### config.mk
export PLATFORM = sky130hd
export DESIGN_NAME = squash_rally_ctrl
export DESIGN_NICKNAME = d
export VERILOG_FILES = /design/src/rtl/squash_rally_ctrl.sv
export SDC_FILE = /design/constraint.sdc
export NUM_CORES = 1
export LEC_CHECK = 0
export ABC_AREA = 1
export ABC_CLOCK_PERIOD_IN_PS = 2800
export CORE_AREA = 8 8 120 122
export CTS_CLUSTER_SIZE = 8
export DETAILED_ROUTE_END_ITERATION = 10
export DIE_AREA = 0 0 128 130
export MAX_ROUTING_LAYER = met4
export PLACE_DENSITY = 0.44
export SYNTH_ARGS = -nofsm -noshare
export SYNTH_HDL_FRONTEND = slang
export SYNTH_SLANG_ARGS = --single-unit
### constraint.sdc
create_clock -name clock -period 2.8 [get_ports clock]
set_input_delay 0.56 -clock clock [delete_from_list [all_inputs] [get_ports clock]]
set_output_delay 0.56 -clock clock [all_outputs]
set_load 0.05 [all_outputs]
### src/rtl/squash_rally_ctrl.sv
// rtl/squash_rally_ctrl.sv - match sequencer for the 1-D squash game on a 16-LED bar
//
// Owns the ball position, whose-turn arbitration, rally/point sequencing,
// serve rotation and scores. The wall is at light[15]; both players stand at
// light[0] and their hits must alternate.
//
// Ports:
//   clock        in   1   system clock, rising edge
//   reset        in   1   asynchronous assert, active-low
//   rightplayer  in   1   right button level, debounced
//   leftplayer   in   1   left button level, debounced
//   light        out  16  one-hot ball position or point/game-over pattern
//   rightpscore  out  2   right player score
//   leftpscore   out  2   left player score
//   turn         out  1   1 = right must hit next, 0 = left
//   game_over    out  1   high once a score reaches WIN_SCORE
module squash_rally_ctrl #(
  parameter int unsigned TICK_DIV    = 25_000_000,
  parameter int unsigned HIT_WIN     = 2,
  parameter int unsigned FLASH_TICKS = 8,
  parameter int unsigned WIN_SCORE   = 3
) (
  input  logic        clock,
  input  logic        reset,
  input  logic        rightplayer,
  input  logic        leftplayer,
  output logic [15:0] light,
  output logic [1:0]  rightpscore,
  output logic [1:0]  leftpscore,
  output logic        turn,
  output logic        game_over
);

  localparam int unsigned PW = $clog2(TICK_DIV);
  localparam int unsigned FW = (FLASH_TICKS > 1) ? $clog2(FLASH_TICKS) : 1;
  localparam logic [PW-1:0] PRESC_LAST = PW'(TICK_DIV - 1);
  localparam logic [FW-1:0] FLASH_LAST = FW'(FLASH_TICKS - 1);
  localparam logic [4:0]    HIT_LIM    = 5'(HIT_WIN);
  localparam logic [1:0]    SCORE_MAX  = 2'(WIN_SCORE);

  typedef enum logic [2:0] {
    S_IDLE,
    S_OUT,
    S_IN,
    S_POINT,
    S_OVER
  } state_t;

  // Player identity everywhere below: 1 = right, 0 = left.
  state_t        state_q, state_d;
  logic [3:0]    pos_q, pos_d;
  logic [1:0]    rscore_q, rscore_d;
  logic [1:0]    lscore_q, lscore_d;
  logic          server_q, server_d;
  logic          turn_q, turn_d;
  logic          winner_q, winner_d;
  logic          pend_q, pend_d;
  logic [FW-1:0] flash_q, flash_d;
  logic [PW-1:0] presc_q, presc_d;
  logic          rprev_q, lprev_q;
  logic [15:0]   light_q, light_d;
  logic          over_q, over_d;

  logic          tick;
  logic          r_press, l_press;
  logic          turn_press, other_press, server_press;
  logic [1:0]    win_score;

  assign tick    = (presc_q == PRESC_LAST);
  assign r_press = rightplayer & ~rprev_q;
  assign l_press = leftplayer & ~lprev_q;

  assign turn_press   = turn_q   ? r_press : l_press;
  assign other_press  = turn_q   ? l_press : r_press;
  assign server_press = server_q ? r_press : l_press;

  always_comb begin
    state_d   = state_q;
    pos_d     = pos_q;
    rscore_d  = rscore_q;
    lscore_d  = lscore_q;
    server_d  = server_q;
    turn_d    = turn_q;
    winner_d  = winner_q;
    pend_d    = 1'b0;
    flash_d   = flash_q;
    presc_d   = tick ? '0 : presc_q + PW'(1);
    win_score = 2'd0;

    // The point is credited on the first POINT cycle (pend_q), one clock
    // after entry; saturating so a score never passes WIN_SCORE.
    if (pend_q) begin
      if (winner_q) begin
        if (rscore_q < SCORE_MAX) rscore_d = rscore_q + 2'd1;
      end else begin
        if (lscore_q < SCORE_MAX) lscore_d = lscore_q + 2'd1;
      end
    end
    win_score = winner_q ? rscore_d : lscore_d;

    case (state_q)
      S_IDLE: begin
        if (server_press) begin
          state_d = S_OUT;
          turn_d  = ~server_q;
        end
      end
      S_OUT: begin
        if (tick) begin
          if (pos_q == 4'd15) state_d = S_IN;
          else                pos_d   = pos_q + 4'd1;
        end
      end
      S_IN: begin
        // Priority: valid hit, then hindrance, then the ball step / miss.
        if (turn_press && ({1'b0, pos_q} < HIT_LIM)) begin
          state_d = S_OUT;
          turn_d  = ~turn_q;
        end else if (other_press) begin
          state_d  = S_POINT;
          winner_d = turn_q;
          pend_d   = 1'b1;
          flash_d  = '0;
        end else if (tick) begin
          if (pos_q == 4'd0) begin
            state_d  = S_POINT;
            winner_d = ~turn_q;
            pend_d   = 1'b1;
            flash_d  = '0;
          end else begin
            pos_d = pos_q - 4'd1;
          end
        end
      end
      S_POINT: begin
        if (tick) begin
          if (flash_q == FLASH_LAST) begin
            if (win_score == SCORE_MAX) begin
              state_d = S_OVER;
            end else begin
              state_d  = S_IDLE;
              pos_d    = 4'd0;
              server_d = winner_q;
              turn_d   = winner_q;
            end
          end else begin
            flash_d = flash_q + FW'(1);
          end
        end
      end
      S_OVER: begin
      end
      default: state_d = S_IDLE;
    endcase

    // Outputs are registered from next-state so they move on the causing edge.
    case (state_d)
      S_POINT: light_d = winner_d ? 16'hFF00 : 16'h00FF;
      S_OVER:  light_d = 16'hFFFF;
      default: light_d = 16'h0001 << pos_d;
    endcase
    over_d = (state_d == S_OVER);
  end

  always_ff @(posedge clock or negedge reset) begin
    if (!reset) begin
      state_q  <= S_IDLE;
      pos_q    <= 4'd0;
      rscore_q <= 2'd0;
      lscore_q <= 2'd0;
      server_q <= 1'b1;
      turn_q   <= 1'b1;
      winner_q <= 1'b1;
      pend_q   <= 1'b0;
      flash_q  <= '0;
      presc_q  <= '0;
      // History starts high so a button held through reset is not a press.
      rprev_q  <= 1'b1;
      lprev_q  <= 1'b1;
      light_q  <= 16'h0001;
      over_q   <= 1'b0;
    end else begin
      state_q  <= state_d;
      pos_q    <= pos_d;
      rscore_q <= rscore_d;
      lscore_q <= lscore_d;
      server_q <= server_d;
      turn_q   <= turn_d;
      winner_q <= winner_d;
      pend_q   <= pend_d;
      flash_q  <= flash_d;
      presc_q  <= presc_d;
      rprev_q  <= rightplayer;
      lprev_q  <= leftplayer;
      light_q  <= light_d;
      over_q   <= over_d;
    end
  end

  assign light       = light_q;
  assign rightpscore = rscore_q;
  assign leftpscore  = lscore_q;
  assign turn        = turn_q;
  assign game_over   = over_q;

endmodule

==> impl_metrics.json, run 1 <==
{
  "yosysWarnings": 0,
  "area.sequential_um2": 1560,
  "syn_inst": 492,
  "crit_slowest_cell": "sky130_fd_sc_hd__clkdlybuf4s50_1",
  "synth_area_per_cell_um2": 7.50,
  "final-setup-viol-count": 0,
  "critical_path.max_stage_delay_ns": 0.48,
  "drc_viols": 0,
  "worst_clock_skew_ns": 0.00448,
  "cap_violations": 0,
  "synthesis.area_um2": 3690,
  "first_global_vias": 3242,
  "design.final.nets": 537,
  "grt_max_degree": 39,
  "first_iteration_detailed_routing_drc_count": 264,
  "number_of_detailed_route_iterations_in_the_first_pass": 5,
  "drive_above_1_share": 0.146,
  "cts-hold-fix-buffers": 0,
  "critPathMaxFanout": 8,
  "tritoncts_num_sinks": 62,
  "tritoncts": "built",
  "grt_usage": 0.130,
  "synth_top_cell_area_share": 0.380,
  "synth.ff_latch_count": 62,
  "avgRoutedWirePerCell_um": 13.5,
  "synth_enable_flop_cells": 0,
  "drt-total-wl_mm": 9.55,
  "crit_chain": "clkdlybuf4s50_1 -> inv_1 -> nor2_1 -> nand2_1 -> nand2_1 -> nor2_4 -> inv_2 -> o21ai_0 -> nor2_1 -> o21ai_2 -> o21ai_2 -> nand2_1",
  "crit_type": "in2reg",
  "grt.overflow.total": 0,
  "critical-path-top-delay-family": "simple AND/OR/NAND/NOR gates",
  "synth.net_count": 501,
  "numPortBuffers": 25,
  "timing.final.hold_violations": 0,
  "htree_num_levels": 3,
  "synth.area.top_cells": "sky130_fd_sc_hd__dfrtp_1, sky130_fd_sc_hd__nand2_1, sky130_fd_sc_hd__nand3_1",
  "antenna_violations_before_repair": 0,
  "worst_ir_drop_vdd_mv": 0.252,
  "worst_slew_margin_rel": 0.610,
  "min_path_type": "in2async",
  "power.static_leakage_nw": 2.02,
  "ioPinCount": 26,
  "path_clk_slew_ns": 0.06,
  "num_rows": 41,
  "crit_top_cell": "sky130_fd_sc_hd__nand2_1",
  "dp_hpwl_mm": 7.34,
  "dr_total_vias": 3220,
  "worst_path_arrival_time_ns": 2.57,
  "starting_utilization_of_the_core_area": 0.297,
  "die-area_um2": 16600,
  "run_status": "complete, no violations",
  "critPathLaunchType": "input pin",
  "layout_setup_ws_ns": 0.447,
  "die_y_um": 130,
  "min_period_over_period": 0.840,
  "via_density_per_instance": 4.57,
  "multi_input_area_um2": 1830,
  "max_slew.worst_pin.slew_ns": 0.585,
  "synth.yosys.seq_area_share": 0.423,
  "place_worst_setup_slack_ns": 0.105,
  "flow.area_growth_from_synthesis_pct": 20.8,
  "cts_inserted_buffers": 9,
  "p_per_area_nw_per_um2": 459,
  "slew_violations": 0,
  "worstPathRequired_ns": 3.01,
  "setup-tns-final_ns": 0,
  "grt_first_pass_wirelength_mm": 16.2,
  "postCtsSetupBuffers": 0,
  "timing.critical_path.to_type": "flop",
  "unrepaired_setup_endpoints_after_global_routing": "false",
  "achievable-frequency_mhz": 425,
  "antenna_cells": 0,
  "cts_resized": 0,
  "clk-insertion-delay-late_ns": 0.34,
  "total_power_mw": 2.04,
  "number_of_distinct_standard_cells_referenced_by_the_synthesized_netlist": 38,
  "clk_path_buf_depth": 2,
  "antenna_left": 0,
  "yosys_most_used_dff": "sky130_fd_sc_hd__dfrtp_1",
  "cp.buffers_inverters": 3,
  "num-fill-cells": 1342,
  "core_area_um2": 12400,
  "routability_congestion_estimate": 0.903,
  "fin_crit_ns": 2.35,
  "cts_root_buffer": "sky130_fd_sc_hd__clkbuf_16",
  "async_flop_share": 1.00,
  "netlist.top_cell.by_area": "sky130_fd_sc_hd__dfrtp_1",
  "die_w_um": 128
}
worst register-to-register path, cell delays in order, from the launching register on:
cell and delay (ns):
sky130_fd_sc_hd__dfrtp_1 0.48, sky130_fd_sc_hd__inv_1 0.15, sky130_fd_sc_hd__ha_1 0.23, sky130_fd_sc_hd__nand3_1 0.15, sky130_fd_sc_hd__inv_1 0.10, sky130_fd_sc_hd__nor2_4 0.20, sky130_fd_sc_hd__inv_2 0.05, sky130_fd_sc_hd__o21ai_0 0.10
sky130_fd_sc_hd__nor2_1 0.11, sky130_fd_sc_hd__o21ai_2 0.24, sky130_fd_sc_hd__nand2_1 0.09, sky130_fd_sc_hd__nand2_1 0.23, sky130_fd_sc_hd__nand2_1 0.10
synthesized netlist by cell type, types with 2 or more instances:
cell type and count:
sky130_fd_sc_hd__buf_6 3, sky130_fd_sc_hd__dfrtp_1 56, sky130_fd_sc_hd__nand3_2 4, sky130_fd_sc_hd__o21ai_2 3, sky130_fd_sc_hd__nor2_4 6, sky130_fd_sc_hd__nand2_1 120
sky130_fd_sc_hd__inv_2 7, sky130_fd_sc_hd__inv_1 58, sky130_fd_sc_hd__nand2_2 11, sky130_fd_sc_hd__nor2_2 14, sky130_fd_sc_hd__nor2_1 48, sky130_fd_sc_hd__nand4_1 8
sky130_fd_sc_hd__o21bai_1 3, sky130_fd_sc_hd__o211ai_1 4, sky130_fd_sc_hd__o21ai_0 15, sky130_fd_sc_hd__nor3_1 17, sky130_fd_sc_hd__xor2_1 10, sky130_fd_sc_hd__o21ai_1 2
sky130_fd_sc_hd__clkinv_1 2, sky130_fd_sc_hd__a21oi_1 14, sky130_fd_sc_hd__nor4_1 2, sky130_fd_sc_hd__nand3_1 58, sky130_fd_sc_hd__dfstp_2 6, sky130_fd_sc_hd__a31oi_1 2
sky130_fd_sc_hd__and3_1 2, sky130_fd_sc_hd__ha_1 5
sequential cells by signal (all words and copies together) (netlist names):
register and cells:
presc_q 25, turn 1, server_q 1, pos_q 4
leftpscore 2, winner_q 1, rightpscore 2, game_over 1
rprev_q 1, pend_q 1, state_q 3, flash_q 3
lprev_q 1, light 16
final cells by class:
cell class / instances / area share
tap: 172 / 0.0483
sequential: 62 / 0.350
clock buffer: 9 / 0.0505
inverter: 68 / 0.0576
timing repair buffer: 30 / 0.0663
clock inverter: 7 / 0.0168
multi-input combinational: 357 / 0.411
power by group:
| group | switching (mW) | internal (mW) | leakage, nW |
|---|---|---|---|
| clock network | 0.422 | 0.689 | 0.138 |
| logic | 0.0264 | 0.00825 | 1.13 |
| registers | 0.000414 | 0.899 | 0.752 |
| total | 0.449 | 1.60 | 2.02 |
stage by stage:
stage               cell area [µm²]  std cells  hold WS [ns]  utilization
floorplan                      3690        492         0.264            -
global placement               4160        689         0.445        0.335
detailed placement             4160        689         0.444        0.335
CTS                            4460        705         0.230        0.359
global route                   4460        705         0.263        0.359
finish                         4460        705         0.225        0.359
cell families (layout without fill, tap and decap cells):
family                   count (synthesis)  after routing  synth area share
AO/OA/AOI/OAI                           46             46            0.0736
XOR/XNOR                                10             10            0.0237
adder cells (fa/ha/maj)                  5              5            0.0170
buffers and inverters                   73            114            0.0811
flip-flops                              62             62             0.423
multiplexers                             1              1           0.00271
AND/OR/NAND/NOR                        295            295             0.379
cells in the final DEF, fill, tap and decap left out, drive strengths merged:
cell           netlist  routed
a21oi               14      14
nor4                 2       2
clkdlybuf4s50        0      24
o211ai               4       4
nand3               62      62
dfstp                6       6
nor2                68      68
and3                 2       2
inv                 65      65
nor3b                1       1
nand2              132     132
ha                   5       5
o221a                1       1
o21bai               3       3
o21ai               20      20
dfrtp               56      56
clkinvlp             0       3
o21a                 1       1
nand4                9       9
clkinv               3       6
mux2i                1       1
a31oi                2       2
clkbuf               1       9
xor2                10      10
bufinv               0       1
nor3                17      17
or2                  1       1
buf                  4       6
nand3b               1       1
o22ai                1       1
worst paths after layout:
kind | endpoint | slack [ns] | from | cells past startpoint
max | light[13] | 0.45 | leftplayer | 12
min | leftpscore[1] | 0.23 | reset | 1
max reg2reg | light[5] | 0.46 | pos_q[1] | 12
min reg2reg | presc_q[0] | 0.45 | presc_q[0] | 1
max in group asynchronous | pos_q[1] | 1.97 | reset | 2
min in group clock | presc_q[0] | 0.45 | presc_q[0] | 1
layer usage:
metal	track usage	wire length, µm	vias up
met5	-	0	-
li1	-	-	1659
met4	0.0524	166	0
met1	0.154	4520	1492
met2	0.204	4520	55
met3	0.0363	339	14
Note: power is estimated with default switching activity, not from simulation.
==> run 2, diff against run 1 <==
--- a/config.mk
+++ b/config.mk
@@ -6,13 +6,13 @@
 export NUM_CORES = 1
 export LEC_CHECK = 0
 export ABC_AREA = 1
-export ABC_CLOCK_PERIOD_IN_PS = 2800
+export ABC_CLOCK_PERIOD_IN_PS = 2000
 export CORE_AREA = 8 8 120 122
 export CTS_CLUSTER_SIZE = 8
 export DETAILED_ROUTE_END_ITERATION = 10
 export DIE_AREA = 0 0 128 130
 export MAX_ROUTING_LAYER = met4
-export PLACE_DENSITY = 0.44
+export PLACE_DENSITY = 0.46
 export SYNTH_ARGS = -nofsm -noshare
 export SYNTH_HDL_FRONTEND = slang
 export SYNTH_SLANG_ARGS = --single-unit
==> constraint.sdc (replaced) <==
create_clock -name clock -period 2 [get_ports clock]
set_input_delay 0.4 -clock clock [delete_from_list [all_inputs] [get_ports clock]]
set_output_delay 0.4 -clock clock [all_outputs]
set_load 0.05 [all_outputs]
==> impl_metrics.json, run 2 (same netlist as run 1, synthesis figures left out) <==
{
  "grt_usage": 0.142,
  "antenna_cells": 0,
  "crit_chain": "ha_4 -> nand3_4 -> nor2_4 -> nand3_2 -> nor2_4 -> buf_12 -> buf_4 -> nand4_1 -> nand2_1 -> nand2_1 -> nand2_2 -> nand2_4 -> nor2_4 -> nand3_2 -> nand2_2",
  "achievable-frequency_mhz": 485,
  "worst_slew_margin_rel": 0.656,
  "critPathLaunchType": "flop",
  "num-fill-cells": 1259,
  "ff2ff_setup_slack_ns": -0.06,
  "max_slew.worst_pin.slew_ns": 0.514,
  "power.static_leakage_nw": 2.62,
  "worst_clock_skew_ns": 0.00664,
  "p_per_area_nw_per_um2": 525,
  "starting_utilization_of_the_core_area": 0.297,
  "finish.instance_area_um2": 5600,
  "place_worst_setup_slack_ns": -0.486,
  "drt-total-wl_mm": 10.9,
  "tritoncts": "built",
  "largest_reg_flops": 25,
  "total_power_mw": 2.94,
  "critPathMaxFanout": 7,
  "avgRoutedWirePerCell_um": 13.5,
  "grt.overflow.total": 0,
  "via_density_per_instance": 4.56,
  "drc_viols": 0,
  "crit_slowest_cell": "sky130_fd_sc_hd__dfrtp_1",
  "crit_top_cell": "sky130_fd_sc_hd__nor2_4",
  "layout_common_cells": "sky130_fd_sc_hd__buf_4, sky130_fd_sc_hd__nand2_1, sky130_fd_sc_hd__dfrtp_1, sky130_fd_sc_hd__inv_1",
  "htree_num_levels": 3,
  "tritoncts_num_sinks": 62,
  "detailed_place.area_um2": 4750,
  "grt_first_pass_wirelength_mm": 17.9,
  "clk_path_buf_depth": 2,
  "timing.critical_path.to_type": "flop",
  "num_rows": 41,
  "critical_path.max_stage_delay_ns": 0.39,
  "r2r_cells": 15,
  "cts-hold-fix-buffers": 0,
  "slew_violations": 0,
  "drive_above_1_share": 0.388,
  "min_path_type": "in2async",
  "dr_total_vias": 3682,
  "dp_hpwl_mm": 8.04,
  "failed_checks": "setup timing",
  "layout_setup_ws_ns": -0.0615,
  "first_iteration_detailed_routing_drc_count": 146,
  "path_clk_slew_ns": 0.06,
  "die-area_um2": 16600,
  "cap_violations": 0,
  "design.final.nets": 640,
  "worst_ir_drop_vdd_mv": 0.563,
  "timing.final.hold_violations": 0,
  "routability_congestion_estimate": 0.877,
  "fin_crit_ns": 2.06,
  "flow.area_growth_from_synthesis_pct": 51.9,
  "clk-insertion-delay-late_ns": 0.34,
  "grt_max_degree": 37,
  "most_frequent_standard_cell_in_the_layout_excluding_fill_and_tap_cells": "sky130_fd_sc_hd__buf_4",
  "top_register": "presc_q",
  "ioPinCount": 26,
  "die_y_um": 130,
  "antenna_left": 0,
  "first_global_vias": 3806,
  "numPortBuffers": 25,
  "unrepaired_setup_endpoints_after_global_routing": "true",
  "cts_root_buffer": "sky130_fd_sc_hd__clkbuf_16",
  "final-setup-viol-count": 16,
  "antenna_violations_before_repair": 0,
  "run_status": "finished, violations left",
  "worst_path_arrival_time_ns": 2.34,
  "die_w_um": 128,
  "worstPathRequired_ns": 2.27,
  "cts_inserted_buffers": 9,
  "crit_type": "reg2reg",
  "core_area_um2": 12400,
  "min_period_over_period": 1.03,
  "number_of_detailed_route_iterations_in_the_first_pass": 4
}
[run 2: per-layer routing]
metal	wire length, µm	vias up	track usage	share of wire
li1	-	1875	-	-
met1	4880	1729	0.163	0.45
met2	5470	63	0.230	0.50
met3	403	15	0.0384	0.037
met4	172	0	0.0573	0.016
met5	0	-	-	0
[run 2: power by group]
| group | switching, mW | internal (mW) | leakage (nW) |
|---|---|---|---|
| Combinational | 0.0422 | 0.0207 | 1.73 |
| Sequential | 0.00141 | 1.26 | 0.752 |
| Clock | 0.637 | 0.981 | 0.147 |
| Total | 0.681 | 2.26 | 2.62 |
[run 2: worst paths after layout]
kind | start | end
max | presc_q[1] | light[9]
min | reset | flash_q[2]
max reg2reg | presc_q[1] | light[9]
min reg2reg | flash_q[0] | flash_q[0]
max in group asynchronous | reset | light[0]
min in group clock | rightplayer | rprev_q
[run 2: repair_timing]
| action | in CTS | in global routing |
|---|---|---|
| buffers inserted | 13 | 9 |
| gates resized for setup | 31 | 70 |
| pin swaps | 20 | 36 |
| setup endpoints to repair | 18 | 23 |
[run 2: worst max-delay path, delay by kind of cell, from the launching register on]
| kind | cells | cell delay [ns] |
|---|---|---|
| adders and majority gates | 1 | 0.16 |
| buffers and inverters | 2 | 0.25 |
| DFF | 1 | 0.39 |
| and+or+nand+nor | 12 | 1.17 |
[run 2: cell type report]
| type | count | area (µm²) | area share |
|---|---|---|---|
| Clock buffer | 9 | 225 | 0.0402 |
| Clock inverter | 7 | 81.3 | 0.0145 |
| Inverter | 68 | 263 | 0.0469 |
| Multi-Input combinational cell | 357 | 2160 | 0.386 |
| Sequential cell | 62 | 1560 | 0.278 |
| Tap cell | 172 | 215 | 0.0384 |
| Timing Repair Buffer | 133 | 1090 | 0.195 |
[run 2: metrics by stage]
| step | setup TNS [ns] | hold WS, ns | instances | util |
|---|---|---|---|---|
| final | -0.688 | 0.0601 | 808 | 0.451 |
| after global routing | -2.64 | 0.0920 | 808 | 0.451 |
| after CTS | -0.566 | 0.0623 | 799 | 0.427 |
| after detailed placement | -7.59 | 0.430 | 770 | 0.382 |
| after global placement | -6.61 | 0.436 | 770 | 0.382 |
| after floorplan | 0 | 0.104 | 492 | - |
==> run 3, diff against run 2 <==
--- a/config.mk
+++ b/config.mk
@@ -7,8 +7,8 @@
 export LEC_CHECK = 0
 export ABC_AREA = 1
 export ABC_CLOCK_PERIOD_IN_PS = 2000
+export CAP_MARGIN = 40
 export CORE_AREA = 8 8 120 122
-export CTS_CLUSTER_SIZE = 8
 export DETAILED_ROUTE_END_ITERATION = 10
 export DIE_AREA = 0 0 128 130
 export MAX_ROUTING_LAYER = met4
==> results of run 3 <==
The final DEF is identical to that of run 2; final timing and power are the same.
